### config.mk
export PLATFORM = sky130hd
export DESIGN_NAME = glb_read_streamer_flat
export DESIGN_NICKNAME = d
export VERILOG_FILES = /design/src/rtl/glb_read_streamer_if.sv /design/src/rtl/glb_read_streamer.sv /design/src/flat_wrapper.sv
export SDC_FILE = /design/constraint.sdc
export NUM_CORES = 1
export LEC_CHECK = 0
export CAP_MARGIN = 20
export CORE_MARGIN = 8
export CORE_UTILIZATION = 50
export CTS_CLUSTER_SIZE = 40
export DETAILED_ROUTE_END_ITERATION = 8
export DONT_BUFFER_PORTS = 1
export MAX_ROUTING_LAYER = met4
export SETUP_SLACK_MARGIN = 0.15
export SYNTH_ARGS = -nofsm -noshare
export SYNTH_HDL_FRONTEND = slang
export SYNTH_SLANG_ARGS = --single-unit
export TNS_END_PERCENT = 20
### constraint.sdc
create_clock -name clk -period 9.1 [get_ports clk]
set_input_delay 1.365 -clock clk [delete_from_list [all_inputs] [get_ports clk]]
set_output_delay 1.365 -clock clk [all_outputs]
set_load 0.05 [all_outputs]
### src/rtl/glb_read_streamer_if.sv
// Purpose: groups the command, GLB read port and output stream signals of the read streamer.
// Latency: none; this is wiring only.
// Backpressure: carries cmd_valid/cmd_ready and out_valid/out_ready handshakes unchanged.
interface glb_read_streamer_if;
   // command channel
   logic        cmd_valid;
   logic        cmd_ready;
   logic [15:0] cmd_base;
   logic [15:0] cmd_len;
   logic [15:0] cmd_stride;
   // GLB read port
   logic [15:0] glb_addr;
   logic [3:0]  glb_w_en;
   logic [31:0] glb_rdata;
   // output word stream
   logic        out_valid;
   logic        out_ready;
   logic [31:0] out_data;
   logic        out_last;
   // status
   logic        busy;
   logic        done;

   // streamer side
   modport slave (
      input  cmd_valid, cmd_base, cmd_len, cmd_stride,
      output cmd_ready,
      output glb_addr, glb_w_en,
      input  glb_rdata,
      output out_valid, out_data, out_last,
      input  out_ready,
      output busy, done
   );

   // command source / GLB / consumer side
   modport master (
      output cmd_valid, cmd_base, cmd_len, cmd_stride,
      input  cmd_ready,
      input  glb_addr, glb_w_en,
      output glb_rdata,
      input  out_valid, out_data, out_last,
      output out_ready,
      input  busy, done
   );
endinterface

### src/rtl/glb_read_streamer.sv
// Purpose: read DMA that walks base + i*stride over the GLB and streams the words in order.
// Latency: first out_valid READ_LAT+1 clocks after the accepting edge; then 1 word/clock.
// Backpressure: reads issue only while fifo_count + in-flight < FIFO_DEPTH, so out_ready low stalls issue, never drops.
module glb_read_streamer #(
   parameter int FIFO_DEPTH = 4,
   parameter int READ_LAT   = 1
) (
   input  logic              clk,
   input  logic              rst,
   glb_read_streamer_if.slave bus
);

   localparam int AW = (FIFO_DEPTH > 1) ? $clog2(FIFO_DEPTH) : 1;
   localparam int CW = $clog2(FIFO_DEPTH) + 1;

   typedef enum logic [1:0] {
      S_IDLE  = 2'd0,
      S_RUN   = 2'd1,
      S_DRAIN = 2'd2
   } state_t;

   state_t r_state;
   state_t w_state_nxt;

   // command context
   logic        r_cmd_rdy;
   logic [15:0] r_addr;
   logic [15:0] r_stride;
   logic [15:0] r_len;
   logic [15:0] r_idx;
   logic [15:0] r_glb_addr;
   logic        r_done_z;

   // in-flight read tags, stage READ_LAT-1 lines up with glb_rdata
   logic [READ_LAT-1:0] r_tag_vld;
   logic [READ_LAT-1:0] r_tag_last;

   // output FIFO
   logic [31:0]           r_mem_dat [FIFO_DEPTH];
   logic [FIFO_DEPTH-1:0] r_mem_last;
   logic [AW-1:0]         r_wptr;
   logic [AW-1:0]         r_rptr;
   logic [CW-1:0]         r_count;

   logic          w_accept;
   logic          w_issue;
   logic          w_issue_last;
   logic          w_cap;
   logic          w_pop;
   logic          w_head_last;
   logic          w_drain_done;
   logic [CW-1:0] w_inflight;
   logic [CW:0]   w_credit;

   assign w_accept     = bus.cmd_valid & r_cmd_rdy;
   assign w_issue_last = (r_idx == (r_len - 16'd1));
   assign w_cap        = r_tag_vld[READ_LAT-1];
   assign w_pop        = (r_count != '0) & bus.out_ready;
   assign w_head_last  = r_mem_last[r_rptr];

   // count reads issued but not yet captured
   always_comb begin
      w_inflight = '0;
      for (int i = 0; i < READ_LAT; i++) begin
         w_inflight = w_inflight + CW'(r_tag_vld[i]);
      end
      w_credit = {1'b0, r_count} + {1'b0, w_inflight};
   end

   // next state, issue decision and completion strobe
   always_comb begin
      w_state_nxt  = r_state;
      w_issue      = 1'b0;
      w_drain_done = 1'b0;
      case (r_state)
         S_IDLE: begin
            if (w_accept && (bus.cmd_len != 16'd0)) begin
               w_state_nxt = S_RUN;
            end
         end
         S_RUN: begin
            // uses the pre-pop count so a full FIFO never over-commits
            if (w_credit < (CW+1)'(FIFO_DEPTH)) begin
               w_issue = 1'b1;
               if (w_issue_last) begin
                  w_state_nxt = S_DRAIN;
               end
            end
         end
         S_DRAIN: begin
            if (w_pop && w_head_last) begin
               w_drain_done = 1'b1;
               w_state_nxt  = S_IDLE;
            end
         end
         default: w_state_nxt = S_IDLE;
      endcase
   end

   // state register; cmd_ready is registered so it stays low through reset release
   always_ff @(posedge clk or posedge rst) begin
      if (rst) begin
         r_state   <= S_IDLE;
         r_cmd_rdy <= 1'b0;
         r_done_z  <= 1'b0;
      end else begin
         r_state   <= w_state_nxt;
         r_cmd_rdy <= (w_state_nxt == S_IDLE);
         r_done_z  <= w_accept && (bus.cmd_len == 16'd0);
      end
   end

   // latch the command and advance the address walk on each issue
   always_ff @(posedge clk or posedge rst) begin
      if (rst) begin
         r_addr     <= '0;
         r_stride   <= '0;
         r_len      <= '0;
         r_idx      <= '0;
         r_glb_addr <= '0;
      end else if (w_accept) begin
         r_addr   <= bus.cmd_base & 16'hFFFC;
         r_stride <= bus.cmd_stride & 16'hFFFC;
         r_len    <= bus.cmd_len;
         r_idx    <= '0;
      end else if (w_issue) begin
         r_addr     <= r_addr + r_stride;
         r_idx      <= r_idx + 16'd1;
         r_glb_addr <= r_addr;
      end
   end

   // tag shift register tracking reads in the GLB pipeline
   always_ff @(posedge clk or posedge rst) begin
      if (rst) begin
         r_tag_vld  <= '0;
         r_tag_last <= '0;
      end else begin
         for (int i = READ_LAT - 1; i > 0; i--) begin
            r_tag_vld[i]  <= r_tag_vld[i-1];
            r_tag_last[i] <= r_tag_last[i-1];
         end
         r_tag_vld[0]  <= w_issue;
         r_tag_last[0] <= w_issue & w_issue_last;
      end
   end

   // FIFO storage: capture tagged read data with its last flag
   always_ff @(posedge clk or posedge rst) begin
      if (rst) begin
         for (int i = 0; i < FIFO_DEPTH; i++) begin
            r_mem_dat[i] <= '0;
         end
         r_mem_last <= '0;
         r_wptr     <= '0;
      end else if (w_cap) begin
         r_mem_dat[r_wptr]  <= bus.glb_rdata;
         r_mem_last[r_wptr] <= r_tag_last[READ_LAT-1];
         r_wptr             <= r_wptr + AW'(1);
      end
   end

   // FIFO read pointer and occupancy; capture and pop in one cycle cancel out
   always_ff @(posedge clk or posedge rst) begin
      if (rst) begin
         r_rptr  <= '0;
         r_count <= '0;
      end else begin
         if (w_pop) begin
            r_rptr <= r_rptr + AW'(1);
         end
         case ({w_cap, w_pop})
            2'b10:   r_count <= r_count + CW'(1);
            2'b01:   r_count <= r_count - CW'(1);
            default: r_count <= r_count;
         endcase
      end
   end

   // the address is presented in the issue cycle and held afterwards
   assign bus.cmd_ready = r_cmd_rdy;
   assign bus.glb_addr  = w_issue ? r_addr : r_glb_addr;
   assign bus.glb_w_en  = 4'b0000;
   assign bus.out_valid = (r_count != '0);
   assign bus.out_data  = r_mem_dat[r_rptr];
   assign bus.out_last  = w_head_last;
   assign bus.busy      = (r_state != S_IDLE);
   assign bus.done      = r_done_z | w_drain_done;

endmodule
### src/flat_wrapper.sv
// flat-port wrapper written by rule: the top's interface ports become plain ports
module glb_read_streamer_flat 
#(
   parameter int FIFO_DEPTH = 4,
   parameter int READ_LAT   = 1
)
  (clk, rst, bus_cmd_valid, bus_cmd_base, bus_cmd_len, bus_cmd_stride, bus_cmd_ready, bus_glb_addr, bus_glb_w_en, bus_glb_rdata, bus_out_valid, bus_out_data, bus_out_last, bus_out_ready, bus_busy, bus_done);
  glb_read_streamer_if bus_i ();
  input  logic clk;
  input  logic rst;
  input wire logic [$bits(bus_i.cmd_valid)-1:0] bus_cmd_valid;
  input wire logic [$bits(bus_i.cmd_base)-1:0] bus_cmd_base;
  input wire logic [$bits(bus_i.cmd_len)-1:0] bus_cmd_len;
  input wire logic [$bits(bus_i.cmd_stride)-1:0] bus_cmd_stride;
  output wire logic [$bits(bus_i.cmd_ready)-1:0] bus_cmd_ready;
  output wire logic [$bits(bus_i.glb_addr)-1:0] bus_glb_addr;
  output wire logic [$bits(bus_i.glb_w_en)-1:0] bus_glb_w_en;
  input wire logic [$bits(bus_i.glb_rdata)-1:0] bus_glb_rdata;
  output wire logic [$bits(bus_i.out_valid)-1:0] bus_out_valid;
  output wire logic [$bits(bus_i.out_data)-1:0] bus_out_data;
  output wire logic [$bits(bus_i.out_last)-1:0] bus_out_last;
  input wire logic [$bits(bus_i.out_ready)-1:0] bus_out_ready;
  output wire logic [$bits(bus_i.busy)-1:0] bus_busy;
  output wire logic [$bits(bus_i.done)-1:0] bus_done;
  assign bus_i.cmd_valid = bus_cmd_valid;
  assign bus_i.cmd_base = bus_cmd_base;
  assign bus_i.cmd_len = bus_cmd_len;
  assign bus_i.cmd_stride = bus_cmd_stride;
  assign bus_cmd_ready = bus_i.cmd_ready;
  assign bus_glb_addr = bus_i.glb_addr;
  assign bus_glb_w_en = bus_i.glb_w_en;
  assign bus_i.glb_rdata = bus_glb_rdata;
  assign bus_out_valid = bus_i.out_valid;
  assign bus_out_data = bus_i.out_data;
  assign bus_out_last = bus_i.out_last;
  assign bus_i.out_ready = bus_out_ready;
  assign bus_busy = bus_i.busy;
  assign bus_done = bus_i.done;
  glb_read_streamer #(.FIFO_DEPTH(FIFO_DEPTH), .READ_LAT(READ_LAT)) u_core (.clk(clk), .rst(rst), .bus(bus_i));
endmodule
==> results of run 1 <==
-- flip-flops by register name, indices dropped and copies added (netlist names) --
signal                count
u_core.r_wptr             2
u_core.r_len             16
u_core.bus.cmd_ready      1
u_core.r_done_z           1
u_core.r_stride          14
u_core.r_addr            14
u_core.r_mem_last         4
u_core.r_tag_vld          1
u_core.r_idx             16
u_core.r_count            3
u_core.r_mem_dat        128
u_core.r_glb_addr        16
u_core.r_tag_last         1
u_core.r_rptr             2
u_core.r_state            2
-- worst max-delay path: stages, from the launching register on --
cell,delay [ns]
dfrtp_1,0.49
a31oi_1,0.19
nand2_1,0.11
buf_4,0.38
clkinv_1,0.63
buf_4,0.41
nand2_1,0.08
nand2_1,0.30
-- worst max path at each step --
stage	startpoint	end	slack (ns)	depth (start not counted)
after floorplan	rst	u_core.bus.cmd_ready	1.69	1
after global placement	u_core.r_tag_vld	bus_glb_addr[2]	5.18	7
after detailed placement	u_core.r_tag_vld	bus_glb_addr[2]	5.14	7
after CTS	u_core.r_tag_vld	bus_glb_addr[2]	4.58	7
after global routing	u_core.r_tag_vld	bus_glb_addr[2]	4.40	7
final	u_core.r_tag_vld	bus_glb_addr[4]	4.62	7
-- metal layers --
metal,track usage,vias up,wire [µm]
li1,-,3155,-
met1,0.2161,3425,9538
met2,0.3123,157,11510
met3,0.04651,42,1570
met4,0.05850,0,585
met5,-,-,0
-- cell usage in the layout, fill, tap and decap left out, types with 5 or more instances in the layout --
| master | count |
|---|---|
| ha_1 | 20 |
| and3_1 | 5 |
| a21oi_1 | 22 |
| clkbuf_8 | 9 |
| mux4_2 | 33 |
| mux2i_1 | 5 |
| nand3_1 | 14 |
| clkbuf_16 | 24 |
| clkbuf_1 | 6 |
| inv_1 | 14 |
| nand2b_1 | 5 |
| nand4_1 | 10 |
| xnor2_1 | 24 |
| or3_1 | 5 |
| o21ai_0 | 26 |
| and2_1 | 9 |
| nor4_1 | 7 |
| nor2_1 | 42 |
| nand2_1 | 164 |
| dfrtp_1 | 220 |
| nor2b_1 | 7 |
| a31oi_1 | 7 |
| xor2_1 | 25 |
| buf_4 | 12 |
| nor3_1 | 11 |
| mux2_2 | 145 |
-- stage by stage --
| stage | setup slack (ns) | power (W) | util |
|---|---|---|---|
| 4_1_cts | 4.580 | 0.005315 | 0.5593 |
| 6_report | 4.624 | 0.005254 | 0.5607 |
| 5_1_grt | 4.399 | 0.005588 | 0.5607 |
| 2_1_floorplan | 1.686 | 0.003898 | - |
| 3_3_place_gp | 5.182 | 0.004221 | 0.5213 |
| 3_5_place_dp | 5.145 | 0.004336 | 0.5213 |
-- power by group --
group / internal, W / leakage (nW) / switching, W / total (W)
sequential: 0.00144 / 2.67 / 0.000325 / 0.00177
combinational: 0.000947 / 2.10 / 0.00158 / 0.00252
clock: 0.000586 / 0.392 / 0.000377 / 0.000963
total: 0.00298 / 5.16 / 0.00228 / 0.00525
-- final cells by class --
cell class / count / share of cell area
Antenna cell: 1 / 0.0002123
Inverter: 16 / 0.005732
Sequential cell: 221 / 0.4693
Multi-Input combinational cell: 624 / 0.4179
Clock buffer: 39 / 0.06337
Clock inverter: 3 / 0.004352
Tap cell: 275 / 0.02919
Timing Repair Buffer: 13 / 0.009978
-- cell families after synthesis --
group,Yosys count,share of synthesized area
xor+xnor,49,0.04000
flops,221,0.5154
fa+ha+maj,22,0.02705
buf+inv,69,0.02670
simple gates,294,0.1257
mux,184,0.2271
other cells,1,0.0003495
compound gates,71,0.03766
==> flow_metrics.py, run 1 <==
metrics = {
    "die": {
        "core_mm2": 0.02102,
        "start_util": 0.5104,
        "dieArea_mm2": 0.02640,
        "rows": 53,
        "ios": 141,
        "die_w_um": 162.5,
        "die_h_um": 162.5,
    },
    "clocking": {
        "cts_resized": 0,
        "cts_max_level": 1,
        "cts_buffers": 24,
        "clk_pin_slew_worst_paths_ns": 0.06,
        "tritoncts": "done",
        "insertion_delay_ns": 0.51,
        "clock-sinks": 221,
        "cts_setup_buffers": 0,
        "cts_max_path_buffers": 3,
        "postCtsHoldBufs": 0,
        "clock_tree.root_cell": "clkbuf_16",
    },
    "logic_synthesis": {
        "netlist.top_cell.by_area": "dfrtp_1",
        "post-synth-top-count-cell": "dfrtp_1",
        "ys.flop_type": "dfrtp_1",
        "synthArstFlopShare": 1.000,
        "synthDistinctLibCells": 53,
        "ys_ff_latch": 221,
        "synth_area_per_cell_um2": 11.78,
        "ys_warn_count": 0,
        "synth-edff-count": 0,
        "seq_area_frac_synth": 0.5154,
        "synthTopCellsByArea": "dfrtp_1 52%, mux2_2 15%, mux4_2 6.9%",
        "synthTopCellsByCount": "221 x dfrtp_1, 164 x nand2_1, 145 x mux2_2",
        "postSynthCellCount": 911,
        "synth_area_mm2": 0.01073,
        "synth.top_cell.area_share": 0.5154,
    },
    "route": {
        "vias": 6779,
        "wl_um": 23210,
        "dr.pass1.iters": 4,
        "avgRoutedWirePerCell_um": 19.47,
        "ant_nets": 0,
        "drt_first_iter_violations": 309,
        "via_per_inst": 5.687,
        "drcViolationCount": 0,
    },
    "setup_path": {
        "reg2reg_slack_ns": 5.80,
        "reg2regPathDepth": 6,
        "worstPathRequired_ns": 7.74,
        "crit_path_max_fanout": 39,
        "criticalPathCategory": "flip-flop to output port",
        "cp-start-kind": "flip-flop",
        "critPathArrivalTime_ns": 3.11,
        "r2r-start": "u_core.r_tag_vld",
        "worst_setup_path_end_kind": "output port",
        "rr_endpoint": "u_core.r_glb_addr[5]",
    },
    "timing": {
        "fin_setup_tns_ns": 0,
        "fin_crit_sh": 0.4918,
        "fin_worst_skew_ns": 0.007885,
        "finalSetupViolCount": 0,
        "whs_ns": 0.4826,
        "final_max_slew_viol_count": 0,
        "fin_crit_ns": 4.476,
        "rsz0062_at_grt": "false",
        "hold_viol_final": 0,
        "timing.fmax_mhz": 223.4,
        "worst_slew_pin_slew_ns": 1.070,
        "slew_headroom": 0.2816,
    },
    "global_route": {
        "gr-total-overflow": 0,
        "grtUsageTotal": 0.1858,
        "antenna_found_initial": 1,
        "grt_pass1_wl_um": 38830,
        "first_global_vias": 7408,
        "grt_max_degree": 135,
    },
    "outcome": {
        "status": "completed",
    },
    "pwr": {
        "ir_worst_vdd_uv": 227.5,
        "pwr_density_cell_mw_per_mm2": 445.7,
        "p_leak_nw": 5.157,
    },
    "placement": {
        "dp_hpwl_um": 15860,
        "place_inst": 1148,
        "place_area_mm2": 0.01096,
        "place_congestion": 0.8363,
        "numPortBuffers": 0,
    },
    "finish": {
        "register_area_mm2": 0.005532,
        "layout-drive-gt1-share": 0.2587,
        "multi_input_area_mm2": 0.004926,
        "stdcell_count": 1192,
        "final_area_mm2": 0.01179,
        "syn_to_final_growth_pct": 9.853,
        "fillers": 1740,
        "nets": 1006,
    },
    "flow_run": {
        "max-cap-violations": 0,
    },
    "min_path": {
        "hold_path_depth": 1,
        "hp-class": "flip-flop to flip-flop",
        "worstHoldEndpoint": "u_core.r_glb_addr[1]",
        "hold_path.startpoint": "u_core.r_glb_addr[1]",
    },
}
No activity file was read; power rests on OpenSTA's default activity.
==> inputs of run 2 (changes only) <==
--- a/config.mk
+++ b/config.mk
@@ -12,6 +12,7 @@
 export DETAILED_ROUTE_END_ITERATION = 8
 export DONT_BUFFER_PORTS = 1
 export MAX_ROUTING_LAYER = met4
+export PLACE_DENSITY = 0.68
 export SETUP_SLACK_MARGIN = 0.15
 export SYNTH_ARGS = -nofsm -noshare
 export SYNTH_HDL_FRONTEND = slang
==> constraint.sdc (replaced) <==
create_clock -name clk -period 4.1 [get_ports clk]
set_input_delay 0.615 -clock clk [delete_from_list [all_inputs] [get_ports clk]]
set_output_delay 0.615 -clock clk [all_outputs]
set_load 0.05 [all_outputs]
==> flow_metrics.py, run 2 (synthesized netlist as in run 1, its figures left out) <==
metrics = {
    "placement": {
        "dp_hpwl_um": 14640,
        "post-place-ws_ns": 0.9758,
        "numPortBuffers": 0,
        "place_congestion": 0.7812,
        "place_area_mm2": 0.01101,
        "place_inst": 1152,
    },
    "route": {
        "wl_um": 22070,
        "avgRoutedWirePerCell_um": 18.43,
        "via_per_inst": 5.543,
        "vias": 6640,
        "ant_nets": 0,
        "dr.pass1.iters": 4,
        "drt_first_iter_violations": 360,
        "drcViolationCount": 0,
    },
    "setup_path": {
        "cp_top_family": "simple AND/OR/NAND/NOR gates",
        "crit_top_cell": "nand2_1",
        "criticalPathCategory": "flip-flop to output port",
        "cp-start-kind": "flip-flop",
        "critical-path-max-stage-delay_ns": 0.69,
        "critPathArrivalTime_ns": 2.68,
        "path_buf_inv": 1,
        "slowest_stage": "clkinv_1",
        "worst_setup_path_end_kind": "output port",
        "worstPathRequired_ns": 3.48,
        "crit_chain": "a31oi_1 -> nand2_1 -> clkinv_1 -> nand2_1 -> nand2_1",
        "crit_path_max_fanout": 28,
    },
    "global_route": {
        "first_global_vias": 6946,
        "grt_pass1_wl_um": 36670,
        "grtUsageTotal": 0.1754,
        "gr-total-overflow": 0,
        "grt_max_degree": 71,
        "antenna_found_initial": 0,
    },
    "timing": {
        "fin_ws_ns": 0.8013,
        "rsz0062_at_grt": "false",
        "fin_worst_skew_ns": 0.009722,
        "final_max_slew_viol_count": 0,
        "fin_setup_tns_ns": 0,
        "fin_crit_ns": 3.299,
        "fin_crit_sh": 0.8046,
        "hold_viol_final": 0,
        "worst_slew_pin_slew_ns": 0.9660,
        "finalSetupViolCount": 0,
        "timing.fmax_mhz": 303.1,
        "slew_headroom": 0.3537,
    },
    "die": {
        "core_mm2": 0.02102,
        "dieArea_mm2": 0.02640,
        "die_w_um": 162.5,
        "ios": 141,
        "start_util": 0.5104,
        "die_h_um": 162.5,
        "rows": 53,
    },
    "finish": {
        "num_antenna_cells": 0,
        "syn_to_final_growth_pct": 11.14,
        "largest_reg_flops": 128,
        "layout-drive-gt1-share": 0.2676,
        "final_area_mm2": 0.01193,
        "stdcell_count": 1198,
        "nets": 1010,
        "register_area_mm2": 0.005532,
        "multi_input_area_mm2": 0.004928,
        "final_common_cell": "dfrtp_1",
        "top_register": "u_core.r_mem_dat",
        "fillers": 1738,
        "mostFrequentLayoutCells": "220 x dfrtp_1, 163 x nand2_1, 145 x mux2_2",
    },
    "clocking": {
        "cts_setup_buffers": 0,
        "tritoncts": "done",
        "postCtsHoldBufs": 0,
        "cts_max_path_buffers": 3,
        "cts_buffers": 25,
        "cts_resized": 0,
        "cts_max_level": 1,
        "clk_pin_slew_worst_paths_ns": 0.06,
        "clock_tree.root_cell": "clkbuf_16",
        "insertion_delay_ns": 0.52,
        "clock-sinks": 221,
    },
    "outcome": {
        "status": "completed",
    },
    "pwr": {
        "p_leak_nw": 5.219,
        "power_w": 0.01188,
        "ir_worst_vdd_uv": 590.2,
        "pwr_density_cell_mw_per_mm2": 996.1,
    },
    "min_path": {
        "hp-class": "input pin to async pin",
    },
    "flow_run": {
        "max-cap-violations": 0,
    },
}
## run 2: worst paths after layout
path	endpoint	startpoint	depth (start not counted)	slack [ns]
setup reg to reg	u_core.r_glb_addr[9]	u_core.r_tag_vld	5	1.05
setup / recovery	bus_glb_addr[4]	u_core.r_tag_vld	5	0.80
hold / removal	u_core.r_stride[13]	rst	1	0.13
max in group asynchronous	u_core.r_rptr[0]	rst	2	3.02
min in group clk	u_core.r_len[5]	bus_cmd_len[5]	2	0.20
hold reg to reg	u_core.r_glb_addr[0]	u_core.r_glb_addr[0]	1	0.48
## run 2: cell type report
class | instances | area share
repair buffers | 16 | 0.01217
multi-input cells | 624 | 0.4133
inverters | 16 | 0.005351
clock inverters | 11 | 0.01584
clock buffers | 35 | 0.06064
well taps | 275 | 0.02885
flip-flops and latches | 221 | 0.4639
## run 2: per-stage QoR
| step | hold slack, ns | utilization |
|---|---|---|
| after floorplan | 0.4442 | - |
| after global placement | 0.4612 | 0.5239 |
| after detailed placement | 0.4709 | 0.5239 |
| after CTS | 0.1404 | 0.5673 |
| after global routing | 0.1780 | 0.5673 |
| final | 0.1282 | 0.5673 |
## run 2: where the power goes
| part | switching, W | internal, W |
|---|---|---|
| Sequential | 0.000683 | 0.00320 |
| Clock | 0.000871 | 0.00154 |
| Combinational | 0.00347 | 0.00211 |
| Total | 0.00502 | 0.00686 |
## run 2: per-layer routing
metal,vias up,track usage,share of wire
li1,3150,-,-
met1,3331,0.2210,0.44
met2,133,0.2858,0.49
met3,26,0.03994,0.058
met4,0,0.03746,0.017
met5,-,-,0
## run 2: worst reg2reg max path, stage by stage, from the launching register on
cell and delay (ns):
dfrtp_1 0.51, a31oi_1 0.20, nand2_1 0.13, clkinv_1 0.69
nand2_1 0.99, mux2_2 0.42
==> inputs of run 3 (changes only) <==
--- a/config.mk
+++ b/config.mk
@@ -12,7 +12,6 @@
 export DETAILED_ROUTE_END_ITERATION = 8
 export DONT_BUFFER_PORTS = 1
 export MAX_ROUTING_LAYER = met4
-export PLACE_DENSITY = 0.68
 export SETUP_SLACK_MARGIN = 0.15
 export SYNTH_ARGS = -nofsm -noshare
 export SYNTH_HDL_FRONTEND = slang
==> constraint.sdc (replaced) <==
create_clock -name clk -period 3.4 [get_ports clk]
set_input_delay 0.51 -clock clk [delete_from_list [all_inputs] [get_ports clk]]
set_output_delay 0.51 -clock clk [all_outputs]
set_load 0.05 [all_outputs]
==> flow_metrics.py, run 3 (synthesized netlist as in run 1, its figures left out) <==
metrics = {
    "outcome": {
        "status": "completed",
    },
    "timing": {
        "timing.fmax_mhz": 342.7,
        "fin_setup_tns_ns": 0,
        "fin_crit_ns": 2.918,
        "fin_worst_skew_ns": 0.01052,
        "worst_slew_pin_slew_ns": 0.9898,
        "slew_headroom": 0.3378,
        "fin_crit_sh": 0.8581,
        "rsz0062_at_grt": "false",
        "hold_viol_final": 0,
        "finalSetupViolCount": 0,
        "final_max_slew_viol_count": 0,
    },
    "finish": {
        "top_register": "u_core.r_mem_dat",
        "layout-drive-gt1-share": 0.2840,
        "final_area_mm2": 0.01209,
        "syn_to_final_growth_pct": 12.63,
        "final_common_cell": "dfrtp_1",
        "nets": 1027,
        "multi_input_area_mm2": 0.004928,
        "fillers": 1715,
        "mostFrequentLayoutCells": "220 x dfrtp_1, 163 x nand2_1, 145 x mux2_2",
        "register_area_mm2": 0.005532,
        "largest_reg_flops": 128,
    },
    "clocking": {
        "clock_tree.root_cell": "clkbuf_16",
        "cts_setup_buffers": 0,
        "cts_resized": 0,
        "postCtsHoldBufs": 0,
        "cts_max_path_buffers": 3,
        "clk_pin_slew_worst_paths_ns": 0.06,
        "cts_buffers": 25,
        "cts_max_level": 1,
        "clock-sinks": 221,
        "insertion_delay_ns": 0.52,
        "tritoncts": "done",
    },
    "placement": {
        "place_congestion": 0.8499,
        "dp_hpwl_um": 16240,
        "place_area_mm2": 0.01117,
        "numPortBuffers": 0,
    },
    "global_route": {
        "grt_max_degree": 51,
        "gr-total-overflow": 0,
        "antenna_found_initial": 1,
        "first_global_vias": 7525,
        "grtUsageTotal": 0.1851,
        "grt_pass1_wl_um": 38850,
    },
    "setup_path": {
        "worst_setup_path_end_kind": "output port",
        "reg2reg_slack_ns": 0.63,
        "slowest_stage": "dfrtp_1",
        "crit_start": "u_core.r_rptr[1]",
        "cp-start-kind": "flip-flop",
        "r2r-start": "u_core.r_len[0]",
        "crit_chain": "mux4_2 -> nand2_1 -> o21bai_1 -> buf_4",
        "crit_end": "bus_done",
        "cp_top_family": "flip-flops",
        "crit_path_max_fanout": 13,
        "path_buf_inv": 1,
        "rr_endpoint": "u_core.r_state[0]",
        "path_depth": 4,
        "critical-path-max-stage-delay_ns": 0.78,
        "criticalPathCategory": "flip-flop to output port",
        "critPathArrivalTime_ns": 2.41,
        "worstPathRequired_ns": 2.89,
        "reg2regPathDepth": 9,
    },
    "min_path": {
        "hp-class": "input pin to async pin",
    },
    "pwr": {
        "p_leak_nw": 5.307,
        "ir_worst_vdd_uv": 710.4,
        "pwr_density_cell_mw_per_mm2": 1213,
    },
    "die": {
        "start_util": 0.5104,
        "die_w_um": 162.5,
        "core_mm2": 0.02102,
        "rows": 53,
        "ios": 141,
        "dieArea_mm2": 0.02640,
        "die_h_um": 162.5,
    },
    "route": {
        "drcViolationCount": 0,
        "dr.pass1.iters": 4,
        "ant_nets": 0,
        "wl_um": 23410,
        "via_per_inst": 5.661,
        "drt_first_iter_violations": 315,
        "vias": 6889,
        "avgRoutedWirePerCell_um": 19.23,
    },
    "flow_run": {
        "max-cap-violations": 0,
    },
}
[run 3: per-layer routing]
| layer | GRT usage | routed length, µm | vias up |
|---|---|---|---|
| li1 | - | - | 3194 |
| met1 | 0.2154 | 9498 | 3489 |
| met2 | 0.3188 | 11910 | 162 |
| met3 | 0.04044 | 1450 | 44 |
| met4 | 0.05051 | 552 | 0 |
| met5 | - | 0 | - |
[run 3: worst min-delay path by stage]
stage,endpoint,cells after the start
floorplan,u_core.r_glb_addr[0],1
global placement,u_core.r_glb_addr[1],1
detailed placement,u_core.r_stride[12],2
CTS,u_core.r_glb_addr[1],1
global route,u_core.r_len[11],2
finish,u_core.r_glb_addr[1],1
[run 3: power breakdown]
part	switching, W	internal (W)
Combinational	0.00427	0.00274
Sequential	0.000862	0.00386
Clock	0.00110	0.00183
Total	0.00623	0.00843
[run 3: per-stage QoR]
stage	hold WS, ns	utilization	power (W)	setup WS (ns)	cells
after floorplan	0.4442	-	0.01043	0.007933	914
after global placement	0.4601	0.5312	0.01155	0.6142	1169
after detailed placement	0.4701	0.5312	0.01184	0.5882	1169
after global routing	0.09177	0.5748	0.01558	0.3308	1216
after CTS	0.06975	0.5745	0.01482	0.2717	1215
final	0.05206	0.5749	0.01466	0.4824	1217
[run 3: final cells by class]
cell class                      count  share of cell area
Tap cell                          275             0.02847
Clock buffer                       31             0.05694
Antenna cell                        2           0.0004141
Sequential cell                   221              0.4577
Clock inverter                     15             0.01843
Multi-Input combinational cell    624              0.4078
Timing Repair Buffer               33             0.02464
Inverter                           16            0.005591
[run 3: worst register-to-register path: cells and delay by family (launching register included)]
| kind | cells | cell delay, ns |
|---|---|---|
| and+or+nand+nor | 3 | 1.13 |
| muxes | 2 | 0.48 |
| DFF | 1 | 0.42 |
| adders and majority gates | 1 | 0.26 |
| AOI/OAI and AO/OA | 2 | 0.25 |
| buffers and inverters | 1 | 0.10 |
